<file path="config.mk">
export PLATFORM = sky130hd
export DESIGN_NAME = bcd_display_ctrl_flat
export DESIGN_NICKNAME = d
export VERILOG_FILES = /design/src/rtl/bcd_display_ctrl_pkg.sv /design/src/rtl/bcd_display_ctrl_if.sv /design/src/rtl/bcd_display_ctrl_digit_scan.sv /design/src/rtl/bcd_display_ctrl.sv /design/src/flat_wrapper.sv
export SDC_FILE = /design/constraint.sdc
export NUM_CORES = 1
export LEC_CHECK = 0
export CAP_MARGIN = 5
export CORE_MARGIN = 4
export CORE_UTILIZATION = 31
export CTS_CLUSTER_SIZE = 20
export DETAILED_ROUTE_END_ITERATION = 10
export PLACE_DENSITY = 0.46
export SYNTH_ARGS = -nofsm -noshare
export SYNTH_HDL_FRONTEND = slang
export SYNTH_SLANG_ARGS = --single-unit
</file>
<file path="constraint.sdc">
create_clock -name in_clk -period 2.45 [get_ports in_clk]
set_clock_uncertainty 0.2 [all_clocks]
set_input_delay 0.49 -clock in_clk [delete_from_list [all_inputs] [get_ports in_clk]]
set_output_delay 0.49 -clock in_clk [all_outputs]
set_load 0.05 [all_outputs]
</file>
<file path="src/rtl/bcd_display_ctrl_pkg.sv">
// Shared types and constants for the BCD display controller.
// Imported by the interface, the top and the digit scanner.
package bcd_ctrl_pkg;

    localparam int DIGITS = 4;
    localparam int DATA_W = 32;
    localparam int CNT_W  = 5;

    localparam logic [3:0] BLANK_CODE = 4'hF;

    typedef enum logic [1:0] {
        IDLE,
        SHIFT,
        COMMIT
    } state_t;

    // Double-dabble correction: add 3 to every nibble >= 5.
    function automatic logic [15:0] add3(input logic [15:0] b);
        logic [15:0] r;
        for (int i = 0; i < DIGITS; i++) begin
            r[i*4 +: 4] = (b[i*4 +: 4] >= 4'd5) ? b[i*4 +: 4] + 4'd3
                                                : b[i*4 +: 4];
        end
        return r;
    endfunction

endpackage

</file>
<file path="src/rtl/bcd_display_ctrl_if.sv">
// Conversion request/result bundle for bcd_display_ctrl.
// master issues load/data; slave returns busy/done and the digits.
interface bcd_display_ctrl_if;
    import bcd_ctrl_pkg::*;

    logic              load;
    logic [DATA_W-1:0] data;
    logic              busy;
    logic              done;
    logic [3:0]        data3;
    logic [3:0]        data2;
    logic [3:0]        data1;
    logic [3:0]        data0;

    modport master (
        output load,
        output data,
        input  busy,
        input  done,
        input  data3,
        input  data2,
        input  data1,
        input  data0
    );

    modport slave (
        input  load,
        input  data,
        output busy,
        output done,
        output data3,
        output data2,
        output data1,
        output data0
    );

endinterface

</file>
<file path="src/rtl/bcd_display_ctrl_digit_scan.sv">
// Seven-segment digit multiplexer: prescaler, slot index, blanking.
// Leading-zero blanking is compiled in with BCD_BLANK_LEAD_ZERO_EN.
module digit_scan
    import bcd_ctrl_pkg::*;
#(
    parameter int SCAN_DIV = 50000
) (
    input  logic       in_clk,
    input  logic       rst,
    input  logic [3:0] data3,
    input  logic [3:0] data2,
    input  logic [3:0] data1,
    input  logic [3:0] data0,
    output logic [3:0] digit_sel,
    output logic [3:0] digit_bcd
);

    localparam int PW = $clog2(SCAN_DIV);
    localparam logic [PW-1:0] TC = PW'(SCAN_DIV - 1);

    logic [PW-1:0] pre;
    logic [1:0]    idx;
    logic [1:0]    idx_n;
    logic          tc;
    logic [3:0]    dig [DIGITS];
    logic [3:0]    blank;
    logic [3:0]    sel_n;
    logic [3:0]    bcd_n;

    assign dig[0] = data0;
    assign dig[1] = data1;
    assign dig[2] = data2;
    assign dig[3] = data3;

    assign tc    = (pre == TC);
    assign idx_n = tc ? idx + 2'd1 : idx;

    always_comb begin
        blank = 4'b0000;
`ifdef BCD_BLANK_LEAD_ZERO_EN
        // Units digit is never blanked so a zero result still shows "0".
        blank[3] = (data3 == 4'd0);
        blank[2] = blank[3] && (data2 == 4'd0);
        blank[1] = blank[2] && (data1 == 4'd0);
`endif
    end

    always_comb begin
        sel_n = ~(4'b0001 << idx_n);
        bcd_n = dig[idx_n];
        if (blank[idx_n]) begin
            sel_n = 4'b1111;
            bcd_n = BLANK_CODE;
        end
    end

    // Outputs follow the next index so they move on the same edge as it.
    always_ff @(posedge in_clk or negedge rst) begin
        if (!rst) begin
            pre       <= '0;
            idx       <= 2'd0;
            digit_sel <= 4'b1110;
            digit_bcd <= 4'd0;
        end else begin
            pre       <= tc ? '0 : pre + 1'b1;
            idx       <= idx_n;
            digit_sel <= sel_n;
            digit_bcd <= bcd_n;
        end
    end

endmodule

</file>
<file path="src/rtl/bcd_display_ctrl.sv">
// Binary-to-BCD (mod 10000) iterative converter with display scan.
// Optional BCD_BLANK_LEAD_ZERO_EN enables leading-zero blanking.
module bcd_display_ctrl
    import bcd_ctrl_pkg::*;
#(
    parameter int SCAN_DIV = 50000
) (
    input  logic               in_clk,
    input  logic               rst,
    bcd_display_ctrl_if.slave  bus,
    output logic [3:0]         digit_sel,
    output logic [3:0]         digit_bcd
);

    state_t            state;
    state_t            state_n;
    logic [DATA_W-1:0] bin;
    logic [15:0]       bcd;
    logic [15:0]       corr;
    logic [CNT_W-1:0]  cnt;
    logic              start;
    logic              step;
    logic              commit;
    logic              done_q;
    logic [3:0]        d3, d2, d1, d0;

    always_ff @(posedge in_clk or negedge rst) begin
        if (!rst) state <= IDLE;
        else      state <= state_n;
    end

    always_comb begin
        state_n = state;
        unique case (state)
            IDLE:    if (bus.load) state_n = SHIFT;
            SHIFT:   if (cnt == CNT_W'(DATA_W - 1)) state_n = COMMIT;
            COMMIT:  state_n = IDLE;
            default: state_n = IDLE;
        endcase
    end

    always_comb begin
        start  = (state == IDLE) && bus.load;
        step   = (state == SHIFT);
        commit = (state == COMMIT);
    end

    assign corr = add3(bcd);

    // Carry out of the thousands nibble is dropped: result is mod 10000.
    always_ff @(posedge in_clk or negedge rst) begin
        if (!rst) begin
            bin    <= '0;
            bcd    <= '0;
            cnt    <= '0;
            done_q <= 1'b0;
            d3     <= 4'd0;
            d2     <= 4'd0;
            d1     <= 4'd0;
            d0     <= 4'd0;
        end else begin
            done_q <= commit;
            if (start) begin
                bin <= bus.data;
                bcd <= '0;
                cnt <= '0;
            end else if (step) begin
                bcd <= {corr[14:0], bin[DATA_W-1]};
                bin <= {bin[DATA_W-2:0], 1'b0};
                cnt <= cnt + 1'b1;
            end
            if (commit) begin
                d3 <= bcd[15:12];
                d2 <= bcd[11:8];
                d1 <= bcd[7:4];
                d0 <= bcd[3:0];
            end
        end
    end

    assign bus.busy  = (state != IDLE);
    assign bus.done  = done_q;
    assign bus.data3 = d3;
    assign bus.data2 = d2;
    assign bus.data1 = d1;
    assign bus.data0 = d0;

    digit_scan #(
        .SCAN_DIV (SCAN_DIV)
    ) u_scan (
        .in_clk    (in_clk),
        .rst       (rst),
        .data3     (d3),
        .data2     (d2),
        .data1     (d1),
        .data0     (d0),
        .digit_sel (digit_sel),
        .digit_bcd (digit_bcd)
    );

endmodule

</file>
<file path="src/flat_wrapper.sv">
// flat-port wrapper written by rule: the top's interface ports become plain ports
module bcd_display_ctrl_flat import bcd_ctrl_pkg::*;
#(
    parameter int SCAN_DIV = 50000
)
  (in_clk, rst, digit_sel, digit_bcd, bus_load, bus_data, bus_busy, bus_done, bus_data3, bus_data2, bus_data1, bus_data0);
  bcd_display_ctrl_if bus_i ();
  input  logic in_clk;
  input  logic rst;
  output logic [3:0] digit_sel;
  output logic [3:0] digit_bcd;
  input wire logic [$bits(bus_i.load)-1:0] bus_load;
  input wire logic [$bits(bus_i.data)-1:0] bus_data;
  output wire logic [$bits(bus_i.busy)-1:0] bus_busy;
  output wire logic [$bits(bus_i.done)-1:0] bus_done;
  output wire logic [$bits(bus_i.data3)-1:0] bus_data3;
  output wire logic [$bits(bus_i.data2)-1:0] bus_data2;
  output wire logic [$bits(bus_i.data1)-1:0] bus_data1;
  output wire logic [$bits(bus_i.data0)-1:0] bus_data0;
  assign bus_i.load = bus_load;
  assign bus_i.data = bus_data;
  assign bus_busy = bus_i.busy;
  assign bus_done = bus_i.done;
  assign bus_data3 = bus_i.data3;
  assign bus_data2 = bus_i.data2;
  assign bus_data1 = bus_i.data1;
  assign bus_data0 = bus_i.data0;
  bcd_display_ctrl #(.SCAN_DIV(SCAN_DIV)) u_core (.in_clk(in_clk), .rst(rst), .bus(bus_i), .digit_sel(digit_sel), .digit_bcd(digit_bcd));
endmodule
</file>
==> metrics list, run 1 <==
- Initial DRC Count: 232
- Detailed placement finished with a half-perimeter wire length of 6890 um.
- Once detail routing completed, the nets flagged for antenna violations numbered 0.
- Of the cells placed in the final design, the portion with a size suffix greater than 1 is 0.0967.
- Cell family contributing the most delay on the critical path: buffers and inverters
- Hold Crit Class: input pin to async pin
- Hold-fix buffer count after cts: 0
* Num rows: 44
- In this run the number of cells on the critical path is 1.
- Compared with the post-synthesis result, the final layout area differs by 25.5%.
- Critical Path Fanout Max: 1
* Power Dens Cells: 965 mW/mm^2
* Relative max-transition margin: 0.579
- Unique masters post-synth: 35
* Most common cell after layout, fill and taps aside: sky130_fd_sc_hd__nand2_1
- During synthesis, Yosys emitted a total of 0 warnings.
- The worst setup path is captured at an output pin.
- TritonCTS Buffers: 9
- Of the available clock period, the critical path in the final layout requires 0.956.
- The number of antenna violations at the first check in global routing is 0.
- Using the TritonRoute via totals, the vias-per-cell ratio works out to 4.74.
- Worst Setup Start Kind: flop
- Static timing analysis puts the maximum clock frequency at 427 MHz.
- Number of standard cells after synthesis: 456
- Across the run, the number of max-cap violations was 0.
- Required time of the worst setup path: 1.76 ns
* Count of non-filler cells in the finished layout: 701
- In the synthesized netlist the dominant register cell turns out to be sky130_fd_sc_hd__dfrtp_1.
- Leak Pwr: 2.55 nW
- Traced cell by cell, the critical path runs through clkdlybuf4s50_1.
* Number of placed instances, taps included: 685
* Count of boundary I/O pins: 61
- At the later pin of the worst-skew pair, clock insertion delay measures 0.34 ns.
- Setup repair after global routing missed its margin: no
* Total Nets Final: 558
* Clock transition at the register clock pins on the worst setup and hold paths after CTS: 0.07 ns
* Setup TNS after final layout: 0 ns
- Number of H-tree branching levels: 3
- The share of the Yosys chip area taken by registers is 0.534.
- The die covers 0.0169 sq mm.
- Entering global routing, the biggest net connects 99 pins.
* Starting density of the core: 0.317
* Max stage delay cell, worst path: sky130_fd_sc_hd__clkdlybuf4s50_1
- Measured on the finished design, the core utilization comes to 0.397.
- Mean post-synth cell area: 10.1 sq um
- The worst setup path is of the flop to output pin kind.
- TritonCTS built the clock tree.
- Fraction of registers with async set/reset: 1.00
- The share of synthesized area in the top cell type comes to 0.517.
* Die X: 130 um
- The max-slew violation count came to 0.
- Via count of the first global-routing pass: 3407
- Total wirelength of the detailed-routed design: 10200 um
- IR analysis of the VDD net gives a maximum drop of 0.000387 V.
* Post-synthesis cell area: 0.00460 sq mm
- Global-route wire length before repair: 17300 um
* Status: finished, violations left
- Die Span Y: 130 um
* Total gr overflow: 0
* Root cell of the clock tree: sky130_fd_sc_hd__clkbuf_16
- Max stage delay on crit path: 0.79 ns
- Placer's final routability congestion estimate: 0.742
- Yosys attributes the largest share of cell area to sky130_fd_sc_hd__dfrtp_1, sky130_fd_sc_hd__nand2_1, sky130_fd_sc_hd__a22oi_1.
- The final reports fail on negative hold slack.
- Reg2Reg Depth: 5
- Leading area contributor after synthesis: sky130_fd_sc_hd__dfrtp_1
* Buf/Inv on CP: 1
- Flip-flop and latch count after synthesis: 98
- Counting flops with a built-in enable in the synthesized netlist gives 0.
- Least-Margin Pin Slew: 0.626 ns
- Routed len/inst: 14.5 um
- Counting along the longest clock path gives a buffer depth of 2.
- In the global route stage, overall resource usage came out at 0.129.
- Drt drc: 0
* Post-synthesis net count: 502
- Endpoints failing hold: 14
* Floorplan Core Area: 0.0145 sq mm
* Count of port buffers added during placement: 60
- Subtracting the final worst setup slack from the clock period gives 2.34 ns.
- The final route contains 3322 vias.
- Router iterations before antenna repair: 6
* Final hold slack: -0.0244 ns
- Leading cell types in the layout, fill and taps excluded: sky130_fd_sc_hd__nand2_1, sky130_fd_sc_hd__dfrtp_1, sky130_fd_sc_hd__clkdlybuf4s50_1, sky130_fd_sc_hd__o21ai_0, sky130_fd_sc_hd__a22oi_1
- Number of diodes: 0
- Final setup fails: 0
* Data arrival time at the worst-slack endpoint: 1.65 ns
- # clock sinks: 98
[power by group]
part	internal, W	switching (W)
clock	0.000951	0.000599
sequential	0.00205	0.000306
combinational	0.000735	0.000933
[synthesized netlist by cell type (3+ instances only)]
cell,count
sky130_fd_sc_hd__a211o_1,4
sky130_fd_sc_hd__a21oi_1,6
sky130_fd_sc_hd__a22oi_1,31
sky130_fd_sc_hd__and3_1,5
sky130_fd_sc_hd__clkbuf_1,20
sky130_fd_sc_hd__dfrtp_1,95
sky130_fd_sc_hd__dfstp_2,3
sky130_fd_sc_hd__ha_1,11
sky130_fd_sc_hd__inv_1,12
sky130_fd_sc_hd__mux2_2,15
sky130_fd_sc_hd__mux2i_1,13
sky130_fd_sc_hd__nand2_1,107
sky130_fd_sc_hd__nand2b_1,11
sky130_fd_sc_hd__nand3_1,16
sky130_fd_sc_hd__nand4_1,6
sky130_fd_sc_hd__nor2_1,16
sky130_fd_sc_hd__nor2b_1,6
sky130_fd_sc_hd__nor3_1,5
sky130_fd_sc_hd__o21ai_0,31
sky130_fd_sc_hd__o32ai_1,3
sky130_fd_sc_hd__xnor2_1,11
sky130_fd_sc_hd__xor2_1,10
[worst register-to-register path, cell delays in order, from the launching register on]
cell                       delay (ns)
sky130_fd_sc_hd__dfrtp_1         0.45
sky130_fd_sc_hd__nor4bb_4        0.35
sky130_fd_sc_hd__and4_1          0.28
sky130_fd_sc_hd__buf_12          0.18
sky130_fd_sc_hd__mux2_2          0.35
sky130_fd_sc_hd__a211o_1         0.22
[area by class of cell]
type,count,area [sq um]
Multi-Input combinational cell,321,1990
Timing Repair Buffer,70,722
Fill cell,1458,8760
Inverter,12,45.0
Clock inverter,4,73.8
Clock buffer,12,256
Tap cell,184,230
Sequential cell,98,2460
[sequential cells by signal (all words and copies together), names as in the netlist]
| signal | cells |
|---|---|
| u_core.u_scan.digit_bcd | 4 |
| u_core.u_scan.pre | 16 |
| u_core.bus.data1 | 4 |
| u_core.bus.data2 | 4 |
| u_core.u_scan.digit_sel | 4 |
| u_core.state | 2 |
| u_core.bin | 32 |
| u_core.bus.data3 | 4 |
| u_core.bus.data0 | 4 |
| u_core.cnt | 5 |
| u_core.bus.done | 1 |
| u_core.bcd | 16 |
| u_core.u_scan.idx | 2 |
[kinds of logic (layout without fill, tap and decap cells)]
group,count (synthesis),after routing,share of synthesized area
adders and majority gates,11,11,0.0299
DFF,98,98,0.534
muxes,29,29,0.0674
buffers and inverters,37,98,0.0353
and+or+nand+nor,182,182,0.185
xor gates and xnor gates,21,21,0.0400
AOI/OAI and AO/OA,78,78,0.109
[layer usage]
layer  vias up  global-route usage  part of all wire
met2        74               0.191              0.43
met5         -                   0                 0
met3         8              0.0401             0.052
met4         0              0.0367             0.012
met1      1566               0.184              0.50
li1       1674                   -                 -
[metrics by stage]
step           setup WS [ns]  total power (W)  cell area [sq um]
3_5_place_dp           0.279          0.00408               5450
5_1_grt               0.0574          0.00602               5780
6_report               0.108          0.00557               5780
3_3_place_gp           0.305          0.00404               5450
2_1_floorplan          0.412          0.00352               4600
4_1_cts               0.0867          0.00567               5780
[timing repair]
item                       in CTS  in global routing
gates resized for setup         1                  0
setup endpoints to repair       1                  0
setup buffers                   0                  0
[path summary, 6_finish.rpt]
path                                            start                    endpoint  slack, ns
max reg2reg                      u_core.u_scan.pre[9]  u_core.u_scan.digit_bcd[1]       0.31
max                        u_core.u_scan.digit_sel[3]                digit_sel[3]       0.11
min reg2reg                     u_core.u_scan.pre[15]       u_core.u_scan.pre[15]       0.28
max in group asynchronous                         rst               u_core.cnt[3]       1.64
min                                               rst        u_core.u_scan.pre[5]      -0.02
min in group in_clk             u_core.u_scan.pre[15]       u_core.u_scan.pre[15]       0.28
(Power assumes the default switching activity.)
==> run 2: changes to the inputs <==
--- a/config.mk
+++ b/config.mk
@@ -5,7 +5,7 @@
 export SDC_FILE = /design/constraint.sdc
 export NUM_CORES = 1
 export LEC_CHECK = 0
-export CAP_MARGIN = 5
+export CAP_MARGIN = 25
 export CORE_MARGIN = 4
 export CORE_UTILIZATION = 31
 export CTS_CLUSTER_SIZE = 20
==> results of run 2 <==
No change in the layout: final DEF, timing and power equal those of run 1.
==> run 3: changes to the inputs <==
--- a/config.mk
+++ b/config.mk
@@ -6,6 +6,7 @@
 export NUM_CORES = 1
 export LEC_CHECK = 0
 export CAP_MARGIN = 25
+export CORE_ASPECT_RATIO = 0.75
 export CORE_MARGIN = 4
 export CORE_UTILIZATION = 31
 export CTS_CLUSTER_SIZE = 20
==> run 3 against run 2 <==
  * The run still ends with negative hold slack left
  * Sequential share of layout area up 0.32 points
  * Combinational power about the same
  * Final cell count up 2.6%
  * Worst hold slack improved by 0.011 ns
  * Cell area decreased by 0.74%
  * Core utilization decreased by 0.20 points
  * Fmax shrank 0.74%
  * Global-route usage up 0.081 points
  * Largest power group unchanged
==> metrics list, run 3 (same netlist as run 1, synthesis figures left out) <==
- The run finished, with violations left.
* Violated checks: negative hold slack
- All-Layer GR Usage: 0.130
- Clock tree synthesis found a total of 98 sinks.
- Minimum period implied by the final worst setup slack: 2.36 ns
- The region available for standard cell placement spans 0.0145 sq mm.
- Data on the critical path is required at its endpoint by 1.76 ns.
* Router iterations before antenna repair: 4
* Count of non-filler cells in the finished layout: 719
* Peak supply drop: 0.000412 V
- At the end of routability-driven placement, the weighted congestion stood at 0.776.
- The floorplan step defined a die boundary enclosing 0.0169 sq mm.
* Setup repair after global routing missed its margin: no
* Number of nets with antenna violations after routing: 0
* Routed len/inst: 14.3 um
* Num rows: 38
* Clock Path Buffers: 2
* Count of port buffers added during placement: 60
- Clock latency on the worst-skew pair, taken at its later pin, is 0.35 ns.
- Via-per-instance ratio: 4.69
* Most common cell after layout, fill and taps aside: sky130_fd_sc_hd__nand2_1
- The tightest min-delay check is of the input pin to async pin type.
* Setup slack of the critical path after layout: 0.0909 ns
- Fraction of power consumed by sequential logic: 0.442
- For this design, the CTS-stage hold fixing added 0 buffers.
* Leading cell types in the layout, fill and taps excluded: sky130_fd_sc_hd__nand2_1, sky130_fd_sc_hd__dfrtp_1, sky130_fd_sc_hd__clkdlybuf4s50_1, sky130_fd_sc_hd__o21ai_0, sky130_fd_sc_hd__a22oi_1
- Root cell of the clock tree: sky130_fd_sc_hd__clkbuf_16
- The register with the most flip-flops in the layout has 32 of them.
* Portion of total power attributed to the clock network: 0.250
- Relative max-transition margin: 0.511
* Top Registers: u_core.bin x32, u_core.bcd x16, u_core.u_scan.pre x16
- The tool flagged a number of max-cap violations equal to 0.
* Endpoints failing hold: 2
* Power Dens Cells: 929 mW/mm^2
- Final critical-path share of the clock period: 0.963
- Cell-by-cell trace of the critical path: clkdlybuf4s50_1
- The internal power of the cells totals 0.00348 W.
- Number of antenna violations at the first check in global routing: 0
- Total Nets Final: 560
- The worst setup path is launched from a flop.
- The critical path in this run is classified as flop to output pin.
- Counting the buffers created by CTS gives 9.
- Post-Place Worst Slack: 0.203 ns
- Via count of the first global-routing pass: 3355
- Least-Margin Pin Slew: 0.733 ns
* Critical Path Fanout Max: 1
- Total gr overflow: 0
* Register bank with the most flops: u_core.bin
- Leak Pwr: 2.53 nW
- For this configuration, the core starts out at a cell density of 0.317.
- Entering global routing, the biggest net connects 99 pins.
- Final setup fails: 0
- After clock tree synthesis, the setup repair step added 0 buffers.
- The routed design has 10300 um of wire.
- Timing would allow up to 424 MHz.
* Cell family contributing the most delay on the critical path: buffers and inverters
- Element type at the critical path end: output pin
- Relative contribution of combinational cells to total power: 0.309
* Count of boundary I/O pins: 61
* Global-route wire length before repair: 17500 um
- Of the cells placed in the final design, the portion with a size suffix greater than 1 is 0.100.
- Post-detailed-placement half-perimeter wirelength: 6880 um
- Clock transition at the register clock pins on the worst setup and hold paths after CTS: 0.07 ns
- Die Span Y: 114 um
- Net switching power of the design: 0.00185 W
* Data arrival time at the worst-slack endpoint: 1.67 ns
- Gates resized, CTS repair: 0
* Net switching share of the total power: 0.347
* Slew Viols, Final: 0
- Final hold slack: -0.0132 ns
- In this design, the stage delay of the slowest critical-path cell is 0.80 ns.
* Area growth, synth to finish: 24.6%
- Number of placed instances, taps included: 703
- Buf/Inv on CP: 1
* Max stage delay cell, worst path: sky130_fd_sc_hd__clkdlybuf4s50_1
- Drt drc: 0
* Number of diodes: 0
- Initial DRC Count: 156
- The H-tree was split into 3 levels.
* Total via count after detailed routing: 3372
- Die X: 149 um
- For the final routed database, the setup TNS stands at 0 ns.
* CTS tree: built
-- run 3: cell count changes in the layout (fill, tap and decap cells not counted), moves of 2 or more --
cell                         change
sky130_fd_sc_hd__clkinvlp_4      +3
sky130_fd_sc_hd__buf_12          -2
sky130_fd_sc_hd__buf_4           +5
sky130_fd_sc_hd__bufinv_16       -2
-- run 3: worst register-to-register path, cell delays in order (launching register included) --
cell,delay (ns)
sky130_fd_sc_hd__dfrtp_1,0.38
sky130_fd_sc_hd__ha_1,0.22
sky130_fd_sc_hd__and3_1,0.22
sky130_fd_sc_hd__and4_1,0.46
sky130_fd_sc_hd__buf_4,0.27
sky130_fd_sc_hd__mux2i_1,0.09
sky130_fd_sc_hd__a211o_1,0.29
-- run 3: path summary, 6_finish.rpt --
kind / startpoint / depth (start not counted) / slack [ns] / to
hold reg to reg: u_core.bin[21] / 2 / 0.27 / u_core.bin[21]
max in group asynchronous: rst / 2 / 1.66 / u_core.bin[15]
setup / recovery: u_core.u_scan.digit_sel[2] / 1 / 0.09 / digit_sel[2]
setup reg to reg: u_core.u_scan.pre[0] / 6 / 0.20 / u_core.u_scan.digit_bcd[1]
hold / removal: rst / 2 / -0.01 / u_core.bus.done
min in group in_clk: u_core.bin[21] / 2 / 0.27 / u_core.bin[21]
-- run 3: power by group through the flow --
stage               registers (W)  clock network (W)  logic, W
floorplan                 0.00236                  0   0.00116
global placement          0.00238                  0   0.00163
detailed placement        0.00238                  0   0.00167
CTS                       0.00236            0.00140   0.00167
global route              0.00241            0.00146   0.00191
finish                    0.00235            0.00133   0.00164
-- run 3: layer usage --
layer,wire length [um],global-route usage,share of wire
met1,5410,0.188,0.53
met2,4430,0.186,0.43
met5,0,0,0
met3,341,0.0401,0.033
met4,95,0.0406,0.0092
-- run 3: stage by stage --
step | area [sq um] | util | power (W)
after floorplan | 4600 | - | 0.00352
after global placement | 5460 | 0.377 | 0.00401
after detailed placement | 5460 | 0.377 | 0.00405
after CTS | 5730 | 0.395 | 0.00543
after global routing | 5730 | 0.395 | 0.00578
final | 5730 | 0.395 | 0.00533
-- run 3: cell type report --
| cell class | count | area [sq um] |
|---|---|---|
| fillers | 1449 | 8770 |
| flip-flops and latches | 98 | 2460 |
| multi-input cells | 321 | 2000 |
| repair buffers | 72 | 711 |
| well taps | 200 | 250 |
| clock buffers | 12 | 246 |
| inverters | 12 | 45.0 |
| clock inverters | 4 | 27.5 |
